$ cat src/rtl/data_ram_arbiter.sv
// Round-robin arbiter sharing one single-ported data RAM between the CPU
// memory stage (master 0) and a secondary requester (master 1).
module data_ram_arbiter #(
  parameter int unsigned ADDR_W = 32,
  parameter int unsigned DATA_W = 32
) (
  input  logic                  clk,
  input  logic                  rst,
  // master 0
  input  logic                  m0_req,
  input  logic                  m0_we,
  input  logic [ADDR_W-1:0]     m0_addr,
  input  logic [DATA_W/8-1:0]   m0_sel,
  input  logic [DATA_W-1:0]     m0_wdata,
  output logic [DATA_W-1:0]     m0_rdata,
  output logic                  m0_ack,
  output logic                  m0_stall,
  // master 1
  input  logic                  m1_req,
  input  logic                  m1_we,
  input  logic [ADDR_W-1:0]     m1_addr,
  input  logic [DATA_W/8-1:0]   m1_sel,
  input  logic [DATA_W-1:0]     m1_wdata,
  output logic [DATA_W-1:0]     m1_rdata,
  output logic                  m1_ack,
  // RAM port
  output logic                  ram_ce,
  output logic                  ram_we,
  output logic [ADDR_W-1:0]     ram_addr,
  output logic [DATA_W/8-1:0]   ram_sel,
  output logic [DATA_W-1:0]     ram_wdata,
  input  logic [DATA_W-1:0]     ram_rdata
);

  localparam int unsigned SEL_W = DATA_W / 8;

  typedef enum logic [1:0] {
    IDLE = 2'd0,
    GNT0 = 2'd1,
    GNT1 = 2'd2
  } state_e;

  state_e              state_q, state_d;
  logic                last_q, last_d;
  logic                cmd_we_q, cmd_we_d;
  logic [ADDR_W-1:0]   cmd_addr_q, cmd_addr_d;
  logic [SEL_W-1:0]    cmd_sel_q, cmd_sel_d;
  logic [DATA_W-1:0]   cmd_wdata_q, cmd_wdata_d;

  logic                ld0_c, ld1_c;
  logic                gnt0_c, gnt1_c, gnt_any_c;

  // State, round-robin history and captured command registers
  always_ff @(posedge clk) begin
    if (rst) begin
      state_q     <= IDLE;
      last_q      <= 1'b1;
      cmd_we_q    <= 1'b0;
      cmd_addr_q  <= '0;
      cmd_sel_q   <= '0;
      cmd_wdata_q <= '0;
    end else begin
      state_q     <= state_d;
      last_q      <= last_d;
      cmd_we_q    <= cmd_we_d;
      cmd_addr_q  <= cmd_addr_d;
      cmd_sel_q   <= cmd_sel_d;
      cmd_wdata_q <= cmd_wdata_d;
    end
  end

  // Next grant decision; the granted master's command is captured on entry
  always_comb begin
    state_d     = state_q;
    last_d      = last_q;
    cmd_we_d    = cmd_we_q;
    cmd_addr_d  = cmd_addr_q;
    cmd_sel_d   = cmd_sel_q;
    cmd_wdata_d = cmd_wdata_q;
    ld0_c       = 1'b0;
    ld1_c       = 1'b0;

    case (state_q)
      IDLE: begin
        // on a tie, the master not served last wins
        if (m0_req && (!m1_req || last_q)) begin
          ld0_c = 1'b1;
        end else if (m1_req) begin
          ld1_c = 1'b1;
        end
      end
      GNT0: begin
        // the current m0 request is consumed, so m0_req is not looked at
        last_d = 1'b0;
        if (m1_req) begin
          ld1_c = 1'b1;
        end else begin
          state_d = IDLE;
        end
      end
      GNT1: begin
        last_d = 1'b1;
        if (m0_req) begin
          ld0_c = 1'b1;
        end else begin
          state_d = IDLE;
        end
      end
      default: begin
        state_d = IDLE;
      end
    endcase

    if (ld0_c) begin
      state_d     = GNT0;
      cmd_we_d    = m0_we;
      cmd_addr_d  = m0_addr;
      cmd_sel_d   = m0_sel;
      cmd_wdata_d = m0_wdata;
    end else if (ld1_c) begin
      state_d     = GNT1;
      cmd_we_d    = m1_we;
      cmd_addr_d  = m1_addr;
      cmd_sel_d   = m1_sel;
      cmd_wdata_d = m1_wdata;
    end
  end

  // RAM access and acknowledge for the granted master; suppressed under reset
  always_comb begin
    gnt0_c    = (state_q == GNT0) && !rst;
    gnt1_c    = (state_q == GNT1) && !rst;
    gnt_any_c = gnt0_c || gnt1_c;

    ram_ce    = gnt_any_c;
    ram_we    = gnt_any_c && cmd_we_q;
    ram_addr  = gnt_any_c ? cmd_addr_q  : '0;
    ram_sel   = gnt_any_c ? cmd_sel_q   : '0;
    ram_wdata = gnt_any_c ? cmd_wdata_q : '0;

    m0_ack    = gnt0_c;
    m1_ack    = gnt1_c;
    m0_rdata  = (gnt0_c && !cmd_we_q) ? ram_rdata : '0;
    m1_rdata  = (gnt1_c && !cmd_we_q) ? ram_rdata : '0;
    m0_stall  = m0_req && !gnt0_c;
  end

endmodule
$ cat config.mk
export PLATFORM = sky130hd
export DESIGN_NAME = data_ram_arbiter
export DESIGN_NICKNAME = d
export VERILOG_FILES = /design/src/rtl/data_ram_arbiter.sv
export SDC_FILE = /design/constraint.sdc
export NUM_CORES = 1
export LEC_CHECK = 0
export ABC_AREA = 1
export CAP_MARGIN = 20
export CORE_AREA = 5 5 118 120
export CTS_BUF_LIST = sky130_fd_sc_hd__clkbuf_2
export CTS_CLUSTER_SIZE = 40
export DETAILED_ROUTE_END_ITERATION = 10
export DIE_AREA = 0 0 123 125
export PLACE_DENSITY = 0.84
export SYNTH_ARGS = -nofsm -noshare
export SYNTH_HDL_FRONTEND = slang
export SYNTH_SLANG_ARGS = --single-unit
export TNS_END_PERCENT = 10
$ cat constraint.sdc
create_clock -name clk -period 4.2 [get_ports clk]
set_input_delay 0.84 -clock clk [delete_from_list [all_inputs] [get_ports clk]]
set_output_delay 0.84 -clock clk [all_outputs]
set_load 0.01 [all_outputs]
== Word level (Yosys, flattened, before mapping) ==
Index checks and enable logic that the tools add are counted.

* Output and inout bits: 137
* Input bits: 174
* Word-level logic and storage cells: 59
* Bits in registers: 72

* Equality and inequality tests: 8
* Multiplexer cells: 25
* Reduce and logical (&&, ||, !) cells: 19

{| class="wikitable"
|+ Operator list
! kind !! number
|-
| 32-bit 2-to-1 mux || 8
|-
| 4-bit 2-to-1 mux || 3
|-
| 3-bit != test (second input constant) || 3
|-
| 4-bit != test (second input constant) || 2
|-
| 1-bit logical AND || 7
|-
| 1-bit 2-to-1 mux || 7
|-
| 2-bit 2-to-1 mux || 3
|-
| 1-bit one-hot mux with 2 select lines || 3
|-
| 2-bit one-hot mux with 3 select lines || 1
|-
| 3-bit AND reduction || 2
|-
| 1-bit zero test || 4
|-
| 2-bit nonzero test || 2
|-
| 2-bit by 1-bit == test with 1-bit output (second input constant) || 1
|-
| 2-bit == test (second input constant) || 1
|-
| 2-bit zero test || 1
|-
| 1-bit logical OR || 2
|-
| 2-bit != test (second input constant) || 1
|-
| 2-bit OR reduction || 1
|}

== Logic depth before layout (Yosys ltp) ==
Gate-level depths: netlist of the first run.

* Depth after elaboration: 7
* Gate-level depth with buffers: 10
* Gate-level depth less buffers: 8

== Worst setup path before layout of the first run ==
No wires, ideal clock.

* Kind: in2out
* From: input port rst
* To: output port m0_rdata[10]
* Path slack: 1.687 ns
* Arrival time: 1.673 ns
* Stages: 4
* Cells stage by stage: nor2_1 nand2_1 clkbuf_1 nor2_1

* Longest elaborated chain between the ends: 4

{| class="wikitable"
|+ RTL lines
! item !! RTL line !! RTL
|-
| start, declared || 8 || <nowiki>input logic rst,</nowiki>
|-
| 1-bit zero test || 131 || <nowiki>gnt0_c = (state_q == GNT0) && !rst;</nowiki>
|-
| 1-bit logical AND || 131 ||
|-
| 1-bit logical AND || 143 || <nowiki>m0_rdata = (gnt0_c && !cmd_we_q) ? ram_rdata : '0;</nowiki>
|-
| 32-bit 2-to-1 mux || 143 ||
|-
| end, declared || 15 || <nowiki>output logic [DATA_W-1:0] m0_rdata,</nowiki>
|}

Every way passes these cells.

== Worst setup path in the final report of the first run ==
* From: input port rst
* To: output port ram_addr[8]

* Longest elaborated chain between the ends: 4
* Elaborated cells between the ends (all ways): 5

{| class="wikitable"
|+ RTL lines
! item !! RTL line !! RTL
|-
| 1-bit zero test * || 131, 132 ||
|-
| 1-bit logical AND, on equally long branches || 131, 132 ||
|-
| 1-bit logical OR * || 133 || <nowiki>gnt_any_c = gnt0_c || gnt1_c;</nowiki>
|-
| 32-bit 2-to-1 mux * || 137 || <nowiki>ram_addr = gnt_any_c ? cmd_addr_q : '0;</nowiki>
|-
| end, declared || 29 || <nowiki>output logic [ADDR_W-1:0] ram_addr,</nowiki>
|}

Every way passes the cells marked *; elsewhere a longest branch is shown, timed or not.

==> results of run 1 <==
[placed cells by master, fill, tap and decap left out, drive strengths merged, types with 2 or more instances in the layout]
cell / count
clkbuf: 10
clkdlybuf4s50: 310
dfxtp: 72
a21oi: 4
ha: 3
buf: 14
nand2: 216
nand3: 140
o21ai: 2
bufinv: 2
diode: 4
nor2: 276
inv: 115
[worst paths after layout]
path | start | end | slack, ns | cells after the start
max reg2reg | state_q[0]$_SDFFE_PP0P_ | cmd_wdata_q[13]$_SDFFE_PP0P_ | 1.72 | 9
max | rst | ram_addr[8] | 0.36 | 6
min | state_q[0]$_SDFFE_PP0P_ | state_q[0]$_SDFFE_PP0P_ | 0.52 | 2
min reg2reg | state_q[0]$_SDFFE_PP0P_ | state_q[0]$_SDFFE_PP0P_ | 0.52 | 2
[logic make-up after synthesis]
logic type / Yosys count / synth area share, %
simple gates: 633 / 53.7
buf+inv: 176 / 14.7
flops: 72 / 30.1
compound gates: 6 / 0.706
fa+ha+maj: 3 / 0.784
[flip-flops by register name, indices dropped and copies added, names as in the netlist]
signal       cells
cmd_addr_q      32
cmd_sel_q        4
cmd_wdata_q     32
cmd_we_q         1
last_q           1
state_q          2
[metal layers]
metal | up-vias | wire [µm]
met5 | - | 0
met4 | 0 | 615
met3 | 40 | 1700
met2 | 253 | 10100
met1 | 2735 | 7030
li1 | 3204 | -
[final cells by class]
cell class | count | area (µm²) | area share, %
multi-input combinational | 642 | 2660 | 32.8
sequential | 72 | 1440 | 17.8
inverter | 114 | 428 | 5.28
antenna | 4 | 10.0 | 0.123
tap | 176 | 220 | 2.72
timing repair buffer | 324 | 3220 | 39.7
clock buffer | 10 | 50.0 | 0.617
clock inverter | 5 | 81.3 | 1.00
[worst reg2reg max path, cell delays in order (launching register included)]
cell     delay [ns]
dfxtp_1        0.40
inv_1          0.07
ha_1           0.29
nand3_2        0.13
nand2_2        0.31
inv_2          0.56
buf_4          0.40
nand3_1        0.14
nand2_1        0.08
nor2_1         0.05
[cell usage after synthesis]
cell	n
o21ai_0	2
nand3_1	139
clkbuf_1	25
dfxtp_1	72
buf_1	12
nor2_1	275
a21oi_2	1
inv_1	112
nand3_2	1
ha_1	3
nand2_2	1
a21oi_1	3
buf_6	1
nand2_1	215
nand4_1	1
buf_2	21
nor2_4	1
inv_2	2
buf_4	3
[stage by stage]
step / setup slack [ns] / cell area (µm²) / instances
5_1_grt: 0.231 / 8110 / 1347
3_3_place_gp: 0.406 / 7970 / 1328
4_1_cts: 0.355 / 8100 / 1343
2_1_floorplan: 1.69 / 4790 / 890
3_5_place_dp: 0.371 / 7970 / 1328
6_report: 0.361 / 8110 / 1347
[report_power, final]
part | switching (mW) | internal, mW
sequential | 0.0472 | 0.870
combinational | 0.950 | 0.654
clock | 0.257 | 0.197
==> key figures, run 1 <==
Run status
  – Status: completed

Routing
  – Wire per inst: roughly 14 µm
  – Vias/cell: about 4.6
  – DR vias: 6,232
  – # DRC: 0
  – ANT nets after route: 0
  – Initial DRC count: 347
  – First-pass DRT Iterations: 5
  – Total Routed Length: 19,400 µm

Global route
  – Initial antenna violation count: 4
  – First-pass GRT wire length: 29,000 µm
  – Met2 Use GR: 44.4%
  – GRT met3 Usage: ~5.4%
  – Gr usage total: 23.5%
  – Pin count of the biggest net entering global routing: between 70 and 80
  – Gr busiest metal: met2
  – Vias in the first global route: 5,767
  – M1 GR Usage: between 20% and 30%
  – Total gr overflow: 0

Final layout
  – Fraction of layout instances using a drive strength above 1: under 10%
  – Final Util: approximately 63%
  – P&R area growth vs syn: 69.4%
  – Layout net count: about 1,300
  – Filler cell count: about 1,200

Floorplan
  – Core area: about 13,000 µm²
  – # rows: 42
  – Starting density of the core: roughly 37%
  – Io pins: between 300 and 400
  – DIE AREA: 15,400 µm²
  – Die Y: between 100 and 150 µm
  – Die width: ~120 µm

Clock tree
  – H-Tree Depth: 3
  – Clock transition at path regs: between 0.15 and 0.2 ns
  – Hold buffers post-CTS: 0
  – Setup Buffers After CTS: 0
  – Clock buffer depth: 2
  – Cts bufs inserted: 9
  – CTS tree: done
  – CTS root buf: clkbuf_2
  – CTS sink cnt: 72
  – Later-pin clock latency in the skew report: 0.50 ns
  – Post-CTS sizing: 0

Logic synthesis
  – Ys Warns: 0
  – Synth top area share: between 30% and 40%
  – Largest cells by area after synthesis: dfxtp_1 30%, nor2_1 22%, nand2_1 17%
  – Yosys reg bits: 72
  – Leading area contributor after synthesis: dfxtp_1
  – Synth Instances: 890
  – Sequential area share after synthesis: between 30% and 40%
  – Cell variety after synth: 19
  – Synth Cell Area: between 4000 and 5000 µm²
  – Post-Syn Nets: around 1,100
  – Mapped Avg Cell Area: roughly 5.4 µm²

Worst setup path
  – Setup crit end kind: output pin
  – Critical path buffers and inverters: 3
  – Max incr delay on CP: around 0.65 ns
  – Crit Path Class: in -> out
  – Crit path max fanout: 36
  – Crit path DAT: about 3 ns
  – Top delay family on crit path: buffers and inverters
  – Crit-path cells: clkdlybuf4s50_1 -> nor2_1 -> nor2_4 -> buf_12 -> nor2_1 -> clkdlybuf4s50_1
  – WP data required: ~3.4 ns
  – CP max-delay cell: nor2_4
  – Setup crit start kind: primary input

Timing
  – RSZ-0062 raised after global routing: no
  – Hold WS: between 0.5 and 0.6 ns
  – Period utilization: between 90% and 100%
  – Setup Skew: approximately 0.021 ns
  – Min Tclk post-route: ~3.8 ns
  – Fin. Hold Viols: 0
  – Max-slew headroom: 43.9%
  – Max Clk Rate: roughly 0.26 GHz
  – Worst-Margin Slew: 0.839 ns
  – Fin. max-slew vios: 0
  – Final setup fails: 0
  – Fin Setup TNS: 0 ns

Place
  – Hpwl dp: ~14,000 µm
  – IO Port Bufs: 310
  – Placer Congestion: slightly above 0.8

Flow run
  – MaxCap Viol Count: 0

Pwr
  – Total Power: 2.98 mW
  – VDD IR max: ~200 µV
  – Total leakage power: just under 4 nW
  – PwrDens: around 370 nW/µm²

Hold path
  – Worst min-delay path class: reg -> reg
Note: power is estimated with default switching activity, not from simulation.
==> inputs of run 2 (changes only) <==
--- a/config.mk
+++ b/config.mk
@@ -7,12 +7,12 @@
 export LEC_CHECK = 0
 export ABC_AREA = 1
 export CAP_MARGIN = 20
-export CORE_AREA = 5 5 118 120
+export CORE_AREA = 5 5 116 118
 export CTS_BUF_LIST = sky130_fd_sc_hd__clkbuf_2
 export CTS_CLUSTER_SIZE = 40
 export DETAILED_ROUTE_END_ITERATION = 10
-export DIE_AREA = 0 0 123 125
-export PLACE_DENSITY = 0.84
+export DIE_AREA = 0 0 121 123
+export DONT_BUFFER_PORTS = 1
 export SYNTH_ARGS = -nofsm -noshare
 export SYNTH_HDL_FRONTEND = slang
 export SYNTH_SLANG_ARGS = --single-unit
==> run 2 against run 1 <==
  * Cell count shrank 24%
  * Via count shrank 19%
  * Setup slack gained 0.24 ns
  * Global-route usage shrank 2.5 points
  * Wire length shrank 13%
  * Hold slack lost 0.13 ns
  * Clock skew shrank 0.0021 ns
  * Combinational power shrank 20%
  * Critical path type is now reg -> out
  * Largest power group unchanged
  * Critical path depth is the same
  * Fmax grew 6.7%
  * Sequential share of layout area grew 11 points
==> key figures, run 2 (synthesis results as in run 1) <==
Worst setup path
  – Crit path DAT: 2.76 ns (-0.24 ns)
  – Crit-path cells: inv_1 -> ha_1 -> inv_1 -> nor2_1 -> nand2_1 -> nor2_1
  – Crit path max fanout: 32 (-11%)
  – R2R cell count: 9 (unchanged)
  – Top delay family on crit path: simple AND/OR/NAND/NOR gates
  – WP data required: 3.36 ns (about the same)
  – Max incr delay on CP: 0.74 ns (+0.09 ns)
  – Setup crit end kind: output pin
  – R2R setup slack: 1.65 ns (-0.07 ns)
  – CP max-delay cell: nand2_1
  – Levels on crit path: 6 (unchanged)
  – Setup crit start kind: flip-flop
  – Critical path buffers and inverters: 2 (-1)
  – Crit Path Class: reg -> out

Final layout
  – Largest registers: cmd_addr_q: 32 flops, cmd_wdata_q: 32 flops, cmd_sel_q: 4 flops
  – Most common cell after layout, fill and taps aside: nor2_1
  – Fraction of layout instances using a drive strength above 1: 3.86% (+0.69 points)
  – P&R area growth vs syn: 2.90%
  – Design area: 4930 µm² (-39%)
  – Highest-count cells in the layout ignoring fill and taps: 274 x nor2_1, 214 x nand2_1, 139 x nand3_1
  – Filler cell count: 1,441 (+17%)
  – Layout net count: 1,026 (-23%)

Floorplan
  – Die Y: 123 µm (-1.6%)
  – Starting density of the core: 38.7% (+1.5 points)
  – Core area: 12,400 µm² (-4.0%)
  – # rows: 41 (-2.4%)
  – Io pins: 311 (unchanged)
  – DIE AREA: 14,900 µm² (-3.2%)
  – Die width: 121 µm (-1.6%)

Timing
  – Max-slew headroom: 31.6% (-12 points)
  – Fin Setup TNS: 0 ns (unchanged)
  – Fin. Hold Viols: 0 (unchanged)
  – Final setup fails: 0 (unchanged)
  – Hold WS: 0.392 ns (-0.126 ns)
  – Min Tclk post-route: 3.60 ns (-0.241 ns)
  – Fin. max-slew vios: 0 (unchanged)
  – Max Clk Rate: 0.278 GHz (+6.7%)
  – Worst-Margin Slew: 1.02 ns (+0.185 ns)
  – RSZ-0062 raised after global routing: no
  – Period utilization: 85.7% (-5.7 points)
  – Setup Skew: 0.0191 ns (-0.00208 ns)

Clock tree
  – Cts bufs inserted: 9 (unchanged)
  – CTS sink cnt: 72 (unchanged)
  – Later-pin clock latency in the skew report: 0.50 ns (about the same)
  – CTS root buf: clkbuf_2
  – CTS tree: done
  – H-Tree Depth: 3 (unchanged)
  – Hold buffers post-CTS: 0 (unchanged)
  – Setup Buffers After CTS: 0 (unchanged)
  – Post-CTS sizing: 0 (unchanged)
  – Clock buffer depth: 2 (unchanged)
  – Clock transition at path regs: 0.18 ns (about the same)

Routing
  – First-pass DRT Iterations: 6 (+1)
  – Vias/cell: 4.93 (+6.6%)
  – # DRC: 0 (unchanged)
  – Initial DRC count: 275 (-21%)
  – Wire per inst: 16.4 µm (+14%)
  – DR vias: 5,071 (-19%)
  – ANT nets after route: 0 (unchanged)
  – Total Routed Length: 16,900 µm (-13%)

Pwr
  – Clock power share: 12.7% (-2.6 points)
  – PwrDens: 511 nW/µm² (+39%)
  – VDD IR max: 166 µV (-15%)
  – Combinational power share: 50.9% (-3.0 points)
  – Total leakage power: 2.71 nW (-30%)
  – Psw: 1.19 mW (-5.4%)
  – Internal Power: 1.33 mW (-23%)
  – Sw Ratio: 47.1% (+5.0 points)
  – Seq pwr share: 36.4% (+5.6 points)

Hold path
  – WHS Path Cells: 1 (-1)
  – Worst min-delay path class: in -> reg

Global route
  – Pin count of the biggest net entering global routing: 71 (unchanged)
  – Gr usage total: 21.0% (-2.5 points)
  – First-pass GRT wire length: 24,400 µm (-16%)
  – Total gr overflow: 0 (unchanged)
  – Vias in the first global route: 4,484 (-22%)
  – Initial antenna violation count: 2 (-2)

Place
  – IO Port Bufs: 0 (-100%)
  – Placer Congestion: 0.786 (-3.1%)
  – Hpwl dp: 12,400 µm (-14%)
  – Post-Place Cell Area: 4840 µm² (-39%)

Run status
  – Status: completed

Flow run
  – MaxCap Viol Count: 0 (unchanged)
run 2: changes by cell type in the layout (fill, tap and decap cells not counted), moves of 2 or more:
| cell | previous run | this run |
|---|---|---|
| diode_2 | 4 | 2 |
| buf_4 | 13 | 8 |
| bufinv_16 | 2 | 0 |
| clkdlybuf4s50_1 | 310 | 0 |
| clkinv_2 | 1 | 4 |
run 2: path summary, 6_finish.rpt:
kind                                              start                          end
worst min register to register      last_q$_SDFFE_PP1P_          last_q$_SDFFE_PP1P_
worst min-delay path                                rst      state_q[0]$_SDFFE_PP0P_
worst max-delay path            state_q[1]$_SDFFE_PP0P_                 m0_rdata[23]
worst max register to register  state_q[0]$_SDFFE_PP0P_  cmd_addr_q[28]$_SDFFE_PP0P_
run 2: per-stage QoR:
step / instances / worst slack (ns) / power (mW) / utilization, %
finish: 1028 / 0.602 / 2.52 / 39.8
global route: 1028 / 0.370 / 2.77 / 39.8
CTS: 1026 / 0.579 / 2.55 / 39.8
detailed placement: 1010 / 0.938 / 2.22 / 39.2
global placement: 1010 / 1.00 / 2.22 / 39.2
floorplan: 890 / 1.69 / 1.96 / -
run 2: area by class of cell:
type                       count  area, µm²  area share [%]
sequential                    72       1440            29.3
timing repair buffer          10        100            2.03
antenna                        2       5.00           0.102
multi-input combinational    642       2660            53.9
clock inverter                 5       23.8           0.483
clock buffer                  11       55.1            1.12
tap                          172        215            4.37
inverter                     114        428            8.69
run 2: metal layers:
| layer | up-vias | part of all wire (%) | track usage, % |
|---|---|---|---|
| met5 | - | 0 | 0 |
| met1 | 2281 | 41 | 25.3 |
| met3 | 25 | 6.1 | 3.43 |
| met4 | 0 | 3.1 | 9.49 |
| met2 | 191 | 49 | 36.8 |
| li1 | 2574 | - | - |
run 2: power groups by stage:
stage	logic (mW)	clock network (mW)	registers (mW)
floorplan	1.03	0	0.922
global placement	1.29	0	0.928
detailed placement	1.29	0	0.932
CTS	1.30	0.340	0.916
global route	1.47	0.369	0.935
finish	1.28	0.320	0.915
